**src/rtl/hall_speed_estimator.sv**
```systemverilog
// Hall-sensor front end for a BLDC drive: synchronises and debounces the raw
// hall lines, tracks sector, direction and signed position, measures the
// clock count between consecutive same-direction sector steps, and flags
// stalls, illegal codes and skipped sectors.
module hall_speed_estimator #(
    parameter int unsigned CLK_FREQ_HZ   = 27_000_000,
    parameter int unsigned POS_WIDTH     = 32,
    parameter int unsigned PERIOD_WIDTH  = 24,
    parameter int unsigned FILTER_CYCLES = 16,
    parameter int unsigned IDLE_MS       = 1000
) (
    input  logic                    clk,
    input  logic                    reset_n,
    input  logic [2:0]              hall_raw,
    input  logic                    position_clear,
    output logic [2:0]              sector,
    output logic [1:0]              rotation_direction,
    output logic [POS_WIDTH-1:0]    position,
    output logic [PERIOD_WIDTH-1:0] period_ticks,
    output logic                    period_valid,
    output logic                    stalled,
    output logic                    illegal_fault,
    output logic                    skip_fault
);

    localparam logic [1:0] DIR_NONE = 2'd0;
    localparam logic [1:0] DIR_CW   = 2'd1;
    localparam logic [1:0] DIR_CCW  = 2'd2;

    // Stall detection runs on its own counter so it works even when the idle
    // time exceeds the range of the saturating period timer.
    localparam longint unsigned IDLE_TICKS = longint'(CLK_FREQ_HZ) / 1000 * longint'(IDLE_MS);
    localparam int unsigned     IDLE_W     = $clog2(IDLE_TICKS + 1);
    localparam logic [IDLE_W-1:0] IDLE_LAST = IDLE_W'(IDLE_TICKS - 1);
    localparam logic [IDLE_W-1:0] IDLE_SAT  = IDLE_W'(IDLE_TICKS);

    localparam int unsigned      CNT_W    = (FILTER_CYCLES > 1) ? $clog2(FILTER_CYCLES) : 1;
    localparam logic [CNT_W-1:0] CNT_LAST = CNT_W'(FILTER_CYCLES - 1);

    localparam logic [PERIOD_WIDTH-1:0] PERIOD_MAX = '1;

    function automatic logic [2:0] code_to_sector(input logic [2:0] code);
        case (code)
            3'b101:  code_to_sector = 3'd0;
            3'b100:  code_to_sector = 3'd1;
            3'b110:  code_to_sector = 3'd2;
            3'b010:  code_to_sector = 3'd3;
            3'b011:  code_to_sector = 3'd4;
            3'b001:  code_to_sector = 3'd5;
            default: code_to_sector = 3'd7;
        endcase
    endfunction

    logic [2:0]              sync1_q, sync2_q;
    logic [2:0]              cand_q, cand_d;
    logic [CNT_W-1:0]        cnt_q, cnt_d;
    logic [2:0]              acc_q, acc_d;
    logic [2:0]              sector_q, sector_d;
    logic [1:0]              dir_q, dir_d;
    logic [POS_WIDTH-1:0]    pos_q, pos_d;
    logic [PERIOD_WIDTH-1:0] period_q, period_d;
    logic [PERIOD_WIDTH-1:0] timer_q, timer_d;
    logic [IDLE_W-1:0]       idle_q, idle_d;
    logic                    pv_q, pv_d;
    logic                    stalled_q, stalled_d;
    logic                    ill_q, ill_d;
    logic                    skip_q, skip_d;
    // Set after a CW/CCW step; any other event breaks the streak so the
    // next step only re-establishes the timing reference.
    logic                    chain_q, chain_d;

    logic                    accept;
    logic [2:0]              new_sec;
    logic [3:0]              diff;
    logic [1:0]              step_dir;

    // Next-state: input filter, transition classification, timers, stall.
    always_comb begin
        cand_d    = cand_q;
        cnt_d     = cnt_q;
        acc_d     = acc_q;
        sector_d  = sector_q;
        dir_d     = dir_q;
        pos_d     = pos_q;
        period_d  = period_q;
        chain_d   = chain_q;
        stalled_d = stalled_q;
        pv_d      = 1'b0;
        ill_d     = 1'b0;
        skip_d    = 1'b0;
        step_dir  = DIR_NONE;
        timer_d   = (timer_q == PERIOD_MAX) ? timer_q : timer_q + 1'b1;
        idle_d    = (idle_q == IDLE_SAT) ? idle_q : idle_q + 1'b1;

        // The candidate must be seen unchanged for FILTER_CYCLES compares
        // after it was loaded before it becomes the accepted code.
        accept  = (sync2_q == cand_q) && (cnt_q == CNT_LAST) && (cand_q != acc_q);
        new_sec = code_to_sector(cand_q);
        if (new_sec >= sector_q) begin
            diff = {1'b0, new_sec} - {1'b0, sector_q};
        end else begin
            diff = {1'b0, new_sec} + 4'd6 - {1'b0, sector_q};
        end

        if (sync2_q != cand_q) begin
            cand_d = sync2_q;
            cnt_d  = '0;
        end else if (cnt_q != CNT_LAST) begin
            cnt_d = cnt_q + 1'b1;
        end

        if (accept) begin
            acc_d   = cand_q;
            timer_d = '0;
            idle_d  = '0;
            chain_d = 1'b0;
            if (new_sec == 3'd7) begin
                sector_d = 3'd7;
                ill_d    = 1'b1;
            end else if (sector_q == 3'd7) begin
                sector_d = new_sec;
            end else if (diff == 4'd1 || diff == 4'd5) begin
                step_dir  = (diff == 4'd1) ? DIR_CW : DIR_CCW;
                sector_d  = new_sec;
                dir_d     = step_dir;
                stalled_d = 1'b0;
                chain_d   = 1'b1;
                pos_d     = (diff == 4'd1) ? pos_q + 1'b1 : pos_q - 1'b1;
                if (chain_q && step_dir == dir_q) begin
                    pv_d     = 1'b1;
                    period_d = (timer_q == PERIOD_MAX) ? PERIOD_MAX : timer_q + 1'b1;
                end
            end else begin
                sector_d = new_sec;
                skip_d   = 1'b1;
            end
        end else if (idle_q == IDLE_LAST) begin
            stalled_d = 1'b1;
            dir_d     = DIR_NONE;
            period_d  = '0;
            chain_d   = 1'b0;
        end

        if (position_clear) begin
            pos_d = '0;
        end
    end

    // State registers, including the two-stage synchroniser on the hall lines.
    always_ff @(posedge clk or negedge reset_n) begin
        if (!reset_n) begin
            sync1_q   <= 3'b000;
            sync2_q   <= 3'b000;
            cand_q    <= 3'b000;
            cnt_q     <= '0;
            acc_q     <= 3'b000;
            sector_q  <= 3'd7;
            dir_q     <= DIR_NONE;
            pos_q     <= '0;
            period_q  <= '0;
            timer_q   <= '0;
            idle_q    <= '0;
            pv_q      <= 1'b0;
            stalled_q <= 1'b1;
            ill_q     <= 1'b0;
            skip_q    <= 1'b0;
            chain_q   <= 1'b0;
        end else begin
            sync1_q   <= hall_raw;
            sync2_q   <= sync1_q;
            cand_q    <= cand_d;
            cnt_q     <= cnt_d;
            acc_q     <= acc_d;
            sector_q  <= sector_d;
            dir_q     <= dir_d;
            pos_q     <= pos_d;
            period_q  <= period_d;
            timer_q   <= timer_d;
            idle_q    <= idle_d;
            pv_q      <= pv_d;
            stalled_q <= stalled_d;
            ill_q     <= ill_d;
            skip_q    <= skip_d;
            chain_q   <= chain_d;
        end
    end

    assign sector             = sector_q;
    assign rotation_direction = dir_q;
    assign position           = pos_q;
    assign period_ticks       = period_q;
    assign period_valid       = pv_q;
    assign stalled            = stalled_q;
    assign illegal_fault      = ill_q;
    assign skip_fault         = skip_q;

endmodule

```
**config.mk**
```make
export PLATFORM = sky130hd
export DESIGN_NAME = hall_speed_estimator
export DESIGN_NICKNAME = d
export VERILOG_FILES = /design/src/rtl/hall_speed_estimator.sv
export SDC_FILE = /design/constraint.sdc
export NUM_CORES = 1
export LEC_CHECK = 0
export ABC_AREA = 1
export CAP_MARGIN = 0
export CORE_MARGIN = 8
export CORE_UTILIZATION = 26
export CTS_BUF_LIST = sky130_fd_sc_hd__clkbuf_4 sky130_fd_sc_hd__clkbuf_8
export CTS_CLUSTER_DIAMETER = 80
export CTS_CLUSTER_SIZE = 16
export DETAILED_ROUTE_END_ITERATION = 10
export PLACE_DENSITY = 0.5
export SLEW_MARGIN = 20
export SYNTH_ARGS = -nofsm -noshare
export SYNTH_HDL_FRONTEND = slang
export SYNTH_SLANG_ARGS = --single-unit
```
**constraint.sdc**
```tcl
create_clock -name clk -period 8.75 [get_ports clk]
set_clock_uncertainty 0.05 [all_clocks]
set_input_delay 2.1875 -clock clk [delete_from_list [all_inputs] [get_ports clk]]
set_output_delay 2.1875 -clock clk [all_outputs]
set_load 0.01 [all_outputs]
```
Word level (Yosys, flattened, before mapping)
Cells that the tools add are included.
{ "totals": {"out_inout_bits": 65, "inputBits": 6, "ff_bits": 131, "latchBits": 0, "elab_cells": 112, "ramBits": 0, "rom_bits": 0, "n_memories": 0} }
{ "op_classes": {"n_reduce_logical": 11, "mux": 49, "mul": 0, "div_mod_pow": 0, "shifts": 0, "n_addsub": 8, "n_eq_ne": 27, "order_cmp": 1, "bitwise_logic": 0} }
{ "ops": {"columns": ["cell", "count"], "rows": [
  ["two-way mux 24 bit", 9],
  ["two-way mux 32 bit", 6],
  ["equality test 25 bit, second input constant", 2],
  ["two-way mux 25 bit", 2],
  ["adder 32 x 1 -> 32 bit, second input constant", 1],
  ["subtractor 32 x 1 -> 32 bit, second input constant", 1],
  ["adder 25 x 1 -> 25 bit, second input constant", 1],
  ["adder 24 x 1 -> 24 bit, second input constant", 1],
  ["equality test 24 bit, second input constant", 1],
  ["two-way mux 1 bit", 21],
  ["one-hot mux 3 bit (6 select lines)", 1],
  ["equality test 3 bit, second input constant", 5],
  ["two-way mux 2 bit", 6],
  ["two-way mux 4 bit", 3],
  ["!= test 2 bit, second input constant", 6],
  ["AND reduction 4 bit", 2],
  ["nonzero test 2 bit", 4],
  ["equality test 3 x 2 -> 1 bit, second input constant", 2],
  ["!= test 3 bit", 2],
  ["AND reduction 5 bit", 1],
  ["adder 3 x 3 -> 4 bit, second input constant", 1],
  ["adder 4 x 1 -> 4 bit, second input constant", 1],
  ["equality test 4 x 1 -> 1 bit, second input constant", 1],
  ["equality test 4 x 3 -> 1 bit, second input constant", 1],
  ["12 further kinds", 15]
]} }

Logic depth before layout (Yosys ltp)
Gate-level depths: netlist of the first run.
{ "depth": {"depth_word": 14, "depth_mapped": 27, "mapped_depth_nobuf": 27} }

Worst setup path after synthesis of the first run
OpenSTA, ideal clock, no wires.
{ "synth_timing": {"path_kind": "register to register", "start": "reg cand_q[1]", "end": "reg pos_q[16], in the netlist position[16]", "t_required_ns": 8.583, "arrival_ns": 4.625, "period_less_slack_ns": 4.792, "path_slack_ns": 3.958, "n_path_buf": 0, "stages_incl_launch_ff": 24, "setup_time_ns": 0.117, "path_cell_list": "dfrtp_1 > inv_2 > nand2_1 > nand2_1 > inv_1 > ha_1 > inv_1 > ha_1 > inv_1 > fa_1 > nand2_1 > nand3b_1 > a21oi_1 > nand3_1 > fa_1 > nand3_1 > nand3_1 > nand2_1 > nand2_1 > nand3_1 > nand2_1 > or2_2 > nand3_1 > nand2_1"} }
{ "synth_via": {"elab_chain_cells": 12, "word_cells_on_any_way": 30} }
{ "synth_lines": {"columns": ["item", "line", "rtl"], "rows": [
  ["start: declaration", "55", "logic [2:0] cand_q, cand_d;"],
  ["start signal: assignment", "171", "cand_q <= cand_d;"],
  ["equality test 3 x 1 -> 1 bit, or another cell as far along", "43", "case (code)"],
  ["one-hot mux 3 bit (6 select lines)", "43", null],
  ["adder 3 x 3 -> 4 bit", "102", "diff = {1'b0, new_sec} + 4'd6 - {1'b0, sector_q};"],
  ["subtractor 4 x 3 -> 4 bit", "102", null],
  ["two-way mux 4 bit", "99", "if (new_sec >= sector_q) begin"],
  ["equality test 4 x 1 -> 1 bit", "122, 128", null],
  ["two-way mux 32 bit", "128", "pos_d = (diff == 4'd1) ? pos_q + 1'b1 : pos_q - 1'b1;"],
  ["two-way mux 32 bit", "122", "end else if (diff == 4'd1 || diff == 4'd5) begin"],
  ["two-way mux 32 bit", "120", "end else if (sector_q == 3'd7) begin"],
  ["two-way mux 32 bit", "117", "if (new_sec == 3'd7) begin"],
  ["two-way mux 32 bit", "112", "if (accept) begin"],
  ["two-way mux 32 bit", "144", "if (position_clear) begin"],
  ["end signal: assignment", "176", "pos_q <= pos_d;"],
  ["end: declaration", "60", "logic [POS_WIDTH-1:0] pos_q, pos_d;"]
]} }
Several ways; a longest one is shown, not always the timed one. The select of a mux whose other input is x is not followed.
A chain may end at the register's enable or synchronous reset.

Final worst setup path of the first run
{ "layout_timing": {"start": "reg cand_q[2]", "end": "reg period_q[16], in the netlist period_ticks[16]"} }
{ "layout_via": {"elab_chain_cells": 11, "word_cells_on_any_way": 30} }
{ "layout_lines": {"columns": ["item", "line", "rtl"], "rows": [
  ["equality test 3 x 1 -> 1 bit, or another cell as far along", "43", null],
  ["one-hot mux 3 bit (6 select lines)", "43", null],
  ["adder 3 x 3 -> 4 bit", "102", null],
  ["subtractor 4 x 3 -> 4 bit", "102", null],
  ["two-way mux 4 bit", "99", null],
  ["equality test 4 x 1 -> 1 bit", "122, 123", null],
  ["two-way mux 2 bit", "123", "step_dir = (diff == 4'd1) ? DIR_CW : DIR_CCW;"],
  ["equality test 2 bit", "129", "if (chain_q && step_dir == dir_q) begin"],
  ["logical AND 1 bit", "129", null],
  ["!= test 2 x 1 -> 1 bit (no line)", null, null],
  ["AND reduction 5 bit (no line)", null, null],
  ["end signal: assignment", "177", "period_q <= period_d;"],
  ["end: declaration", "61", "logic [PERIOD_WIDTH-1:0] period_q, period_d;"]
]} }
Several ways; a longest one is shown, not always the timed one.

==> results by group, run 1 <==
CTS
  – Hold Buf Count CTS: 0
  – CTS root buffer: clkbuf_8
  – Clk sink count: between 100 and 150
  – Clk slew on worst S/H paths: about 0.10 ns
  – Post-CTS setup buffers: 0
  – Number of gates resized after CTS: 0
  – Num CTS Buffers: 17
  – Max clock buf depth: 2
  – TritonCTS clock tree: yes
  – Worst-Skew Late Latency: 0.48 ns
  – H-Tree Depth: 4

Die
  – Die W: approximately 200 µm
  – # rows: 67
  – Core ar.: between 0.03 and 0.04 mm²
  – Die height: between 200 and 250 µm
  – DIE AREA: between 0.04 and 0.05 mm²
  – Initial core utilization: around a quarter
  – # IOs: a little over 70

Logic synthesis
  – Syn Nets: between 1000 and 1500
  – Post-Synthesis Cells: around 1300
  – Seq/Total Area, Yosys: a little under two fifths
  – Average size of a mapped cell: ~7 µm²
  – Most frequent cells after synthesis: nand2_1 (421), inv_1 (165), dfrtp_1 (127), nand3_1 (123), nor2_1 (103)
  – Synthesis-stage register bit count: around 130
  – Area leader, netlist: dfrtp_1
  – Cell variety after synth: 41
  – Synth Cell Area: just under 0.009 mm²
  – Yosys warns: 0
  – Yosys top cell area share: a little over a third
  – Dominant synthesized flop cell: dfrtp_1
  – Largest cells by area after synthesis: dfrtp_1 (36%), nand2_1 (18%), inv_1 (7.0%)
  – Async S/R FF share, synth: 100%
  – Count leader, synth: nand2_1
  – Number of synthesized flops with an enable pin: 0

Power
  – Int Pwr: 1.05 mW
  – Reg power frac: 36.8%
  – Net Sw Frac: about two fifths
  – PwrDens: around 170 mW/mm²
  – Comb pwr share: about 30%
  – Share of power burned in the clock network: 33.4%
  – Leakage: roughly 5.4 nW
  – Psw: between 0.6 and 0.7 mW
  – Worst VDD drop: about 0.092 mV

Layout
  – Diodes inserted: 0
  – Final instance area: between 0.01 and 0.015 mm²
  – Share of post-route cells with drive strength above 1: between 4 and 5%
  – Cell Count, Final, Fillers Out: ~1800
  – Fillers: 3619
  – Synthesis-to-finish area growth: 17.7%
  – Nets: approximately 1400

Route
  – Via density: around 4.5
  – Final WL: approximately 25 mm
  – DR iter-0 viols: ~450
  – Drt first pass iters: 5
  – Routed len/inst: 14.2 µm
  – Drc violations: 0
  – Detail Route Antenna Nets: 0
  – Vias after detailed routing: slightly above 8000

GRT
  – Met3 Use GR: under 10%
  – Met2 Use GR: 20.7%
  – Largest net degree at the start of global routing: between 60 and 70
  – GRT Util Overall: between 10% and 20%
  – GR peak layer: met2
  – Number of antenna violations at the first check in global routing: 0
  – First-pass GRT wire length: about 42 mm
  – Vias in the first global route: 7899
  – GRT Residual Overflow: 0
  – Grt met1 use: between 10% and 20%

Worst hold path
  – Worst Hold End: sync2_q[1]$_DFF_PN0_
  – Hold path depth: 0
  – Worst hold path class: reg -> reg
  – Min-delay src: sync1_q[1]$_DFF_PN0_

Critical path
  – Worst endpoint data arrival time: 5.56 ns
  – Crit Reg-Reg Startpoint: cand_q[2]$_DFFE_PN0N_
  – Reg-to-reg critical path endpoint: period_ticks[16]$_DFFE_PN0P_
  – Worst-path cell chain: inv_1 -> a21oi_1 -> o21ai_0 -> o21ai_0 -> ha_1 -> fa_1 -> fa_1 -> a21oi_1 -> nand3_2 -> nand2_1 -> nand3_2 -> nand3_1 -> nand2_1
  – Req. time, crit path: slightly above 9 ns
  – CP Class: reg -> reg
  – Delay of the slowest critical-path stage: roughly 1.1 ns
  – Worst Path Max Fanout: between 40 and 50
  – Setup crit end kind: register
  – Crit path launch type: register
  – CP max-delay cell: nand2_1
  – R2r worst-path depth: 13
  – Register-to-register setup slack: between 3 and 4 ns

Place
  – GP Congestion: around 0.9
  – Cells after DPL: between 1500 and 2000
  – Post-DP Area: between 0.009 and 0.01 mm²
  – Port-buffer cells: 70
  – Detailed Place HPWL: roughly 19 mm

Timing
  – RSZ-0062 raised after global routing: false
  – Min Tclk post-route: between 5 and 6 ns
  – Sum Neg Setup Slack: 0 ns
  – Hold Vio Cnt, Final: 0
  – Final period util: between 50 and 60%
  – Max transition margin: 31.6%
  – Slew Limit Fails: 0
  – Fmax: around 0.19 GHz
  – # setup viols final: 0
  – Worst-Margin Slew: ~1.0 ns

Run
  – Number of max-cap violations: 0

Run status
  – Status: finished, final reports clean
-- registers in the layout, indices dropped and copies added (netlist names) --
name,flops
acc_q,3
cand_q,3
chain_q,1
cnt_q,4
idle_q,25
illegal_fault,1
period_ticks,24
period_valid,1
position,32
rotation_direction,2
sector,3
skip_fault,1
stalled,1
sync1_q,3
sync2_q,3
timer_q,24
-- layer usage --
metal / vias up / wire, µm
li1: 4146 / -
met1: 3769 / 12200
met2: 150 / 11700
met3: 29 / 1100
met4: 0 / 419
met5: - / 0
-- metrics by stage --
stage | hold slack [ns] | total power [mW] | utilization, % | setup slack (ns)
floorplan | 0.281 | 1.01 | - | 3.96
global placement | 0.285 | 1.16 | 29.7 | 3.50
detailed placement | 0.296 | 1.16 | 29.7 | 3.42
CTS | 0.313 | 1.75 | 31.0 | 3.40
global route | 0.324 | 1.85 | 31.0 | 2.84
finish | 0.312 | 1.72 | 31.0 | 3.51
-- layout by cell type (no fill, tap or decap), types with 3 or more instances in the layout --
master | Yosys | layout
o21ai_0 | 53 | 53
nand4_1 | 15 | 15
nor2_2 | 3 | 3
dfrtp_1 | 127 | 127
ha_1 | 48 | 48
inv_2 | 6 | 6
inv_8 | 0 | 4
buf_4 | 5 | 3
dfstp_2 | 4 | 4
clkbuf_8 | 0 | 17
a21o_1 | 3 | 3
xnor2_1 | 18 | 18
nor3_1 | 30 | 30
nor2_1 | 103 | 103
nand3b_1 | 6 | 6
xor2_1 | 20 | 20
nand3_2 | 5 | 6
nand2_1 | 421 | 421
clkdlybuf4s50_1 | 0 | 69
nand3_1 | 123 | 122
a21oi_1 | 51 | 51
fa_1 | 4 | 4
nor4_1 | 4 | 4
inv_6 | 0 | 5
inv_1 | 165 | 165
or2_2 | 3 | 3
o21bai_1 | 3 | 3
-- cells by family (layout without fill, tap and decap cells) --
kind of cell / after synthesis / in the layout / synth area share (%)
DFF: 131 / 131 / 37.3
buffers and inverters: 198 / 276 / 9.02
AOI/OAI and AO/OA: 119 / 119 / 7.23
adders and majority gates: 52 / 52 / 7.72
and+or+nand+nor: 722 / 722 / 35.0
xor gates and xnor gates: 38 / 38 / 3.78
-- worst max-delay path, delay by kind of cell, from the launching register on --
family	cells	cell delay [ns]
simple gates	5	2.87
flops	1	0.44
compound gates	4	0.59
fa+ha+maj	3	1.06
buf+inv	1	0.12
-- worst max-delay path by stage --
stage / startpoint / to / cells after the start
final: cand_q[2]$_DFFE_PN0N_ / period_ticks[16]$_DFFE_PN0P_ / 13
after CTS: cand_q[2]$_DFFE_PN0N_ / period_ticks[3]$_DFFE_PN0P_ / 17
after global routing: cand_q[2]$_DFFE_PN0N_ / period_ticks[8]$_DFFE_PN0P_ / 17
after floorplan: cand_q[1]$_DFFE_PN0N_ / position[16]$_DFFE_PN0P_ / 23
after global placement: cand_q[2]$_DFFE_PN0N_ / period_ticks[21]$_DFFE_PN0P_ / 17
after detailed placement: cand_q[2]$_DFFE_PN0N_ / period_ticks[20]$_DFFE_PN0P_ / 17
-- cell type report --
class | instances | area, µm² | area share (%)
clock inverter | 15 | 185 | 1.79
sequential | 131 | 3280 | 31.7
inverter | 171 | 642 | 6.19
timing repair buffer | 73 | 724 | 6.99
tap | 448 | 561 | 5.41
multi-input combinational | 931 | 4740 | 45.7
clock buffer | 17 | 234 | 2.26
-- power groups by stage --
stage	combinational [mW]	clock (mW)	sequential, mW
after floorplan	0.361	0	0.645
after global placement	0.511	0	0.644
after detailed placement	0.514	0	0.644
after CTS	0.516	0.597	0.633
after global routing	0.595	0.624	0.635
final	0.513	0.574	0.633
Note: power is estimated with default switching activity, not from simulation.
==> inputs of run 2 (changes only) <==
==> constraint.sdc (replaced) <==
create_clock -name clk -period 5.45 [get_ports clk]
set_clock_uncertainty 0.05 [all_clocks]
set_input_delay 1.3625 -clock clk [delete_from_list [all_inputs] [get_ports clk]]
set_output_delay 1.3625 -clock clk [all_outputs]
set_load 0.01 [all_outputs]
==> run 2 against run 1 <==
Net effect: clock power increased by 47%; count of clock-buffer cells in the layout increased by 1; routed wire length shrank 0.43%; non-clock buffer count up 3; first-iteration DRC count is 14% higher; combinational power is 61% higher; hold slack got worse by 0.0043 ns; fmax rose by 17%; sequential share of layout area barely moved; core utilization about the same; design area down 0.11%; final cell count is 0.17% higher; critical path type unchanged; critical endpoint is now position[16]$_DFFE_PN0P_; largest power group unchanged.
==> results by group, run 2 (synthesized netlist as in run 1, its figures left out) <==
CTS
  – Post-CTS setup buffers: 0 (unchanged)
  – TritonCTS clock tree: yes
  – Num CTS Buffers: 17 (unchanged)
  – Number of gates resized after CTS: 0 (unchanged)
  – H-Tree Depth: 4 (unchanged)
  – CTS root buffer: clkbuf_8
  – Clk slew on worst S/H paths: 0.10 ns (about the same)
  – Clk sink count: 131 (unchanged)
  – Worst-Skew Late Latency: 0.46 ns (-0.02 ns)
  – Max clock buf depth: 2 (unchanged)
  – Hold Buf Count CTS: 0 (unchanged)

Power
  – Post-layout power: 2.68 mW (+56%)
  – PwrDens: 259 mW/mm² (+56%)
  – Psw: 1.04 mW (+56%)
  – Worst VDD drop: 0.139 mV (+51%)
  – Leakage: 5.43 nW (about the same)
  – Net Sw Frac: 38.7% (about the same)
  – Int Pwr: 1.65 mW (+56%)
  – Reg power frac: 37.8% (+1.0 points)
  – Comb pwr share: 30.8% (+1.0 points)
  – Share of power burned in the clock network: 31.4% (-2.0 points)

Timing
  – Max transition margin: 49.4% (+18 points)
  – Worst-Margin Slew: 0.758 ns (-0.267 ns)
  – RSZ-0062 raised after global routing: false
  – Slew Limit Fails: 0 (unchanged)
  – Final period util: 82.2% (+22 points)
  – Sum Neg Setup Slack: 0 ns (unchanged)
  – Fmax: 0.223 GHz (+17%)
  – Min Tclk post-route: 4.48 ns (-0.763 ns)
  – # setup viols final: 0 (unchanged)
  – Hold Vio Cnt, Final: 0 (unchanged)

Layout
  – Multi-input gate area: 0.00474 mm² (unchanged)
  – Nets: 1386 (+0.22%)
  – Most common cell after layout, fill and taps aside: nand2_1
  – Cell Count, Final, Fillers Out: 1789 (+0.17%)
  – Fillers: 3690 (+2.0%)
  – Synthesis-to-finish area growth: 17.5%
  – Max reg flops: 32 (unchanged)
  – Diodes inserted: 0 (unchanged)
  – Most frequent cells in the layout: nand2_1 (421), inv_1 (165), dfrtp_1 (127)
  – Final core utilization: 31.0% (-0.034 points)
  – Share of post-route cells with drive strength above 1: 5.15% (+0.21 points)
  – Storage cell area: 0.00328 mm² (unchanged)

Critical path
  – CP max-delay cell: fa_1
  – Crit Reg-Reg Startpoint: cand_q[2]$_DFFE_PN0N_
  – Worst Path Max Fanout: 42 (unchanged)
  – Last element of the critical path: position[16]$_DFFE_PN0P_
  – Register-to-register setup slack: 0.97 ns (-2.54 ns)
  – Reg-to-reg critical path endpoint: position[16]$_DFFE_PN0P_
  – Setup crit end kind: register
  – CP Class: reg -> reg
  – Req. time, crit path: 5.73 ns (-3.33 ns)
  – Worst-path cell chain: inv_1 -> nand2_1 -> nand2_1 -> inv_1 -> ha_1 -> inv_1 -> ha_1 -> inv_1 -> fa_1 -> nand2_1 -> nand3b_1 -> a21oi_1 -> nand3_2 -> buf_4 -> fa_1 -> nand3_1 -> nand3_1 -> nand2_1 -> nand2_1 -> nand3_1 -> nand2_1 -> or2_2 -> nand3_1 -> nand2_1
  – Family with the most delay on the worst path: simple AND/OR/NAND/NOR gates
  – CP startpoint: cand_q[2]$_DFFE_PN0N_
  – Crit path launch type: register
  – Most used cell, CP: nand2_1
  – R2r worst-path depth: 24 (+11)
  – Levels on crit path: 24 (+11)
  – Delay of the slowest critical-path stage: 0.49 ns (-0.57 ns)
  – Worst endpoint data arrival time: 4.76 ns (-0.80 ns)
  – CP bufs+invs: 5 (+4)

Place
  – Port-buffer cells: 70 (unchanged)
  – Detailed Place HPWL: 19.0 mm (-0.51%)
  – Cells after DPL: 1757 (+0.17%)
  – GP Congestion: 0.851 (-5.3%)

GRT
  – First-pass GRT wire length: 42.5 mm (+0.49%)
  – Number of antenna violations at the first check in global routing: 0 (unchanged)
  – GRT Residual Overflow: 0 (unchanged)
  – Largest net degree at the start of global routing: 61 (-12%)
  – GRT Util Overall: 12.8% (-0.038 points)
  – Vias in the first global route: 8111 (+2.7%)

Route
  – Drc violations: 0 (unchanged)
  – Drt first pass iters: 6 (+1)
  – Vias after detailed routing: 8041 (-0.65%)
  – Final WL: 25.3 mm (-0.43%)
  – Routed len/inst: 14.2 µm (-0.60%)
  – Detail Route Antenna Nets: 0 (unchanged)
  – DR iter-0 viols: 517 (+14%)
  – Via density: 4.49 (-0.82%)

Die
  – # rows: 67 (unchanged)
  – DIE AREA: 0.0400 mm² (unchanged)
  – Core ar.: 0.0334 mm² (unchanged)
  – Die height: 200 µm (unchanged)
  – # IOs: 71 (unchanged)
  – Die W: 200 µm (unchanged)
  – Initial core utilization: 26.3% (unchanged)

Run
  – Number of max-cap violations: 0 (unchanged)

Run status
  – Status: finished, final reports clean

Worst hold path
  – Worst hold path class: reg -> reg
[run 2: metal layers]
layer  GRT usage, %  part of all wire, %
met5              0                    0
met4           3.10                  1.4
met3           2.45                  2.9
met2           20.8                   45
met1           17.3                   51
[run 2: worst min-delay path by stage]
stage                                    start                    to  slack, ns  depth (start not counted)
after floorplan           sync1_q[0]$_DFF_PN0_  sync2_q[0]$_DFF_PN0_       0.28                          0
after global placement    sync1_q[0]$_DFF_PN0_  sync2_q[0]$_DFF_PN0_       0.29                          0
after detailed placement  sync1_q[0]$_DFF_PN0_  sync2_q[0]$_DFF_PN0_       0.29                          0
after CTS                 sync1_q[0]$_DFF_PN0_  sync2_q[0]$_DFF_PN0_       0.31                          0
after global routing      sync1_q[2]$_DFF_PN0_  sync2_q[2]$_DFF_PN0_       0.33                          0
final                     sync1_q[1]$_DFF_PN0_  sync2_q[1]$_DFF_PN0_       0.31                          0
[run 2: through the flow]
stage	setup slack (ns)	hold WS [ns]	area, µm²
after floorplan	0.658	0.281	8810
after global placement	1.05	0.289	9970
after detailed placement	1.02	0.287	9970
after CTS	0.977	0.310	10400
after global routing	0.547	0.326	10400
final	0.971	0.307	10400
[run 2: final cells by class]
| cell class | instances | area share [%] |
|---|---|---|
| tap | 448 | 5.41 |
| multi-input combinational | 931 | 45.8 |
| sequential | 131 | 31.7 |
| inverter | 171 | 6.20 |
| clock inverter | 14 | 1.39 |
| clock buffer | 18 | 2.33 |
| timing repair buffer | 76 | 7.21 |
[run 2: power by group through the flow]
stage / combinational [mW] / sequential (mW) / clock, mW
5_1_grt: 0.963 / 1.02 / 0.908
3_3_place_gp: 0.825 / 1.03 / 0
6_report: 0.827 / 1.01 / 0.842
4_1_cts: 0.833 / 1.02 / 0.869
2_1_floorplan: 0.580 / 1.04 / 0
3_5_place_dp: 0.830 / 1.03 / 0
==> inputs of run 3 (changes only) <==
==> constraint.sdc (replaced) <==
create_clock -name clk -period 4.25 [get_ports clk]
set_clock_uncertainty 0.05 [all_clocks]
set_input_delay 1.0625 -clock clk [delete_from_list [all_inputs] [get_ports clk]]
set_output_delay 1.0625 -clock clk [all_outputs]
set_load 0.01 [all_outputs]
==> run 3 against run 2 <==
Net effect: count of clock-buffer cells in the layout is the same; via count grew 1.9%; design area grew 3.2%; routed wire length grew 2.2%; clock power grew 37%; sequential power grew 30%; critical path depth shrank 3; first-iteration DRC count shrank 16%; critical endpoint is now position[20]$_DFFE_PN0P_; highest routed layer unchanged.
==> results by group, run 3 (synthesized netlist as in run 1, its figures left out) <==
Run status
  – Status: finished, final reports clean

Critical path
  – CP Class: reg -> reg
  – CP max-delay cell: fa_2
  – Family with the most delay on the worst path: adder cells
  – Most used cell, CP: nand2_1
  – CP bufs+invs: 3 (-2)
  – Req. time, crit path: 4.53 ns (-1.20 ns)
  – Worst endpoint data arrival time: 4.28 ns (-0.48 ns)
  – Setup crit end kind: register
  – Crit path launch type: register
  – Worst Path Max Fanout: 28 (-33%)
  – Delay of the slowest critical-path stage: 0.53 ns (+0.04 ns)
  – Worst-path cell chain: inv_1 -> a21oi_1 -> o21ai_0 -> o21ai_0 -> ha_1 -> fa_1 -> fa_2 -> nand2_1 -> nand2_2 -> nand3_4 -> buf_12 -> ha_4 -> nand2_1 -> nor2_2 -> inv_1 -> nor2_1 -> nand4_1 -> nand3_1 -> nand2_1 -> nand3_1 -> nand2_1

Layout
  – Nets: 1391 (+0.36%)
  – Storage cell area: 0.00328 mm² (about the same)
  – Most frequent cells in the layout: nand2_1 (410), inv_1 (165), dfrtp_1 (126)
  – Synthesis-to-finish area growth: 21.3%
  – Fillers: 3599 (-2.5%)
  – Most common cell after layout, fill and taps aside: nand2_1
  – Max reg flops: 32 (unchanged)
  – Multi-input gate area: 0.00498 mm² (+5.1%)
  – Cell Count, Final, Fillers Out: 1795 (+0.34%)
  – Final instance area: 0.0107 mm² (+3.2%)
  – Share of post-route cells with drive strength above 1: 8.54% (+3.4 points)

GRT
  – Vias in the first global route: 8179 (+0.84%)
  – GRT Util Overall: 13.0% (+0.19 points)
  – Number of antenna violations at the first check in global routing: 1 (+1)
  – GRT Residual Overflow: 0 (unchanged)
  – Largest net degree at the start of global routing: 67 (+9.8%)
  – First-pass GRT wire length: 43.0 mm (+1.2%)

Timing
  – Slew Limit Fails: 0 (unchanged)
  – Hold Vio Cnt, Final: 0 (unchanged)
  – Max transition margin: 55.0% (+5.7 points)
  – Fmax: 0.250 GHz (+12%)
  – Setup WS post-layout: 0.255 ns (-0.716 ns)
  – Sum Neg Setup Slack: 0 ns (unchanged)
  – Final period util: 94.0% (+12 points)
  – # setup viols final: 0 (unchanged)
  – Min Tclk post-route: 4.00 ns (-0.484 ns)
  – Worst-Margin Slew: 0.674 ns (-0.0841 ns)
  – RSZ-0062 raised after global routing: true

CTS
  – Clk slew on worst S/H paths: 0.10 ns (about the same)
  – CTS root buffer: clkbuf_8
  – TritonCTS clock tree: yes
  – Max clock buf depth: 2 (unchanged)
  – Worst-Skew Late Latency: 0.45 ns (about the same)
  – Num CTS Buffers: 17 (unchanged)
  – H-Tree Depth: 4 (unchanged)
  – Clk sink count: 131 (unchanged)

Route
  – DR iter-0 viols: 435 (-16%)
  – Routed len/inst: 14.4 µm (+1.9%)
  – Vias after detailed routing: 8195 (+1.9%)
  – Drc violations: 0 (unchanged)
  – Drt first pass iters: 5 (-1)
  – Final WL: 25.9 mm (+2.2%)
  – Detail Route Antenna Nets: 0 (unchanged)
  – Via density: 4.57 (+1.6%)

Die
  – Core ar.: 0.0334 mm² (unchanged)
  – # IOs: 71 (unchanged)
  – Die W: 200 µm (unchanged)
  – DIE AREA: 0.0400 mm² (unchanged)
  – # rows: 67 (unchanged)
  – Die height: 200 µm (unchanged)
  – Initial core utilization: 26.3% (unchanged)

Place
  – Port-buffer cells: 70 (unchanged)
  – Cells after DPL: 1762 (+0.28%)
  – Post-DP Area: 0.0100 mm² (+0.58%)
  – Dpl ws: 0.0683 ns (-0.953 ns)
  – GP Congestion: 0.873 (+2.6%)
  – Detailed Place HPWL: 19.4 mm (+2.2%)

Worst hold path
  – Worst hold path class: reg -> reg

Power
  – PwrDens: 340 mW/mm² (+31%)
  – Leakage: 5.49 nW (+1.2%)
  – Worst VDD drop: 0.179 mV (+29%)

Run
  – Number of max-cap violations: 0 (unchanged)
[run 3: cell count changes in the layout (fill, tap and decap cells not counted), sizes merged]
cell	before	now
buf	7	12
diode	0	1
clkinv	6	5
inv	177	178
clkinvlp	1	0
bufinv	1	2
[run 3: cell type report]
cell class                      count  area share (%)
Antenna cell                        1          0.0234
Clock buffer                       18            2.26
Clock inverter                     14            1.58
Inverter                          171            6.00
Multi-Input combinational cell    931            46.6
Sequential cell                   131            30.7
Tap cell                          448            5.24
Timing Repair Buffer               81            7.57
[run 3: final timing paths]
kind	startpoint	endpoint	slack, ns	cells after the start
max in group asynchronous	reset_n	position[27]$_DFFE_PN0P_	2.76	2
hold reg to reg	sync1_q[1]$_DFF_PN0_	sync2_q[1]$_DFF_PN0_	0.31	0
min in group asynchronous	reset_n	skip_fault$_DFF_PN0_	0.56	1
setup reg to reg	cand_q[2]$_DFFE_PN0N_	position[20]$_DFFE_PN0P_	0.25	21
setup / recovery	cand_q[2]$_DFFE_PN0N_	position[20]$_DFFE_PN0P_	0.25	21
hold / removal	sync1_q[1]$_DFF_PN0_	sync2_q[1]$_DFF_PN0_	0.31	0
[run 3: timing repair]
item / CTS / global route
setup buffers: 0 / 0
hold buffers: 0 / 0
resized for setup: 0 / 49
hold endpoints to repair: 0 / 0
setup endpoints to repair: 0 / 25
[run 3: routing by layer]
metal  track usage, %  share of wire, %  wire length (µm)  vias to the layer above
met5                0                 0                 0                        -
met4             3.36               1.4               361                        0
met3             2.39               3.5               916                       27
met2             21.2                46             12000                      135
met1             17.5                49             12600                     3878
li1                 -                 -                 -                     4155
[run 3: report_power, final]
group,internal (mW),switching (mW),total [mW]
combinational,0.418,0.747,1.16
sequential,1.27,0.0399,1.31
clock,0.550,0.603,1.15
[run 3: through the flow]
step | total power, mW | hold WS (ns) | utilization (%)
finish | 3.63 | 0.312 | 32.0
global route | 3.88 | 0.338 | 32.0
CTS | 3.56 | 0.310 | 31.2
detailed placement | 2.39 | 0.288 | 30.0
global placement | 2.39 | 0.286 | 30.0
floorplan | 2.07 | 0.281 | -
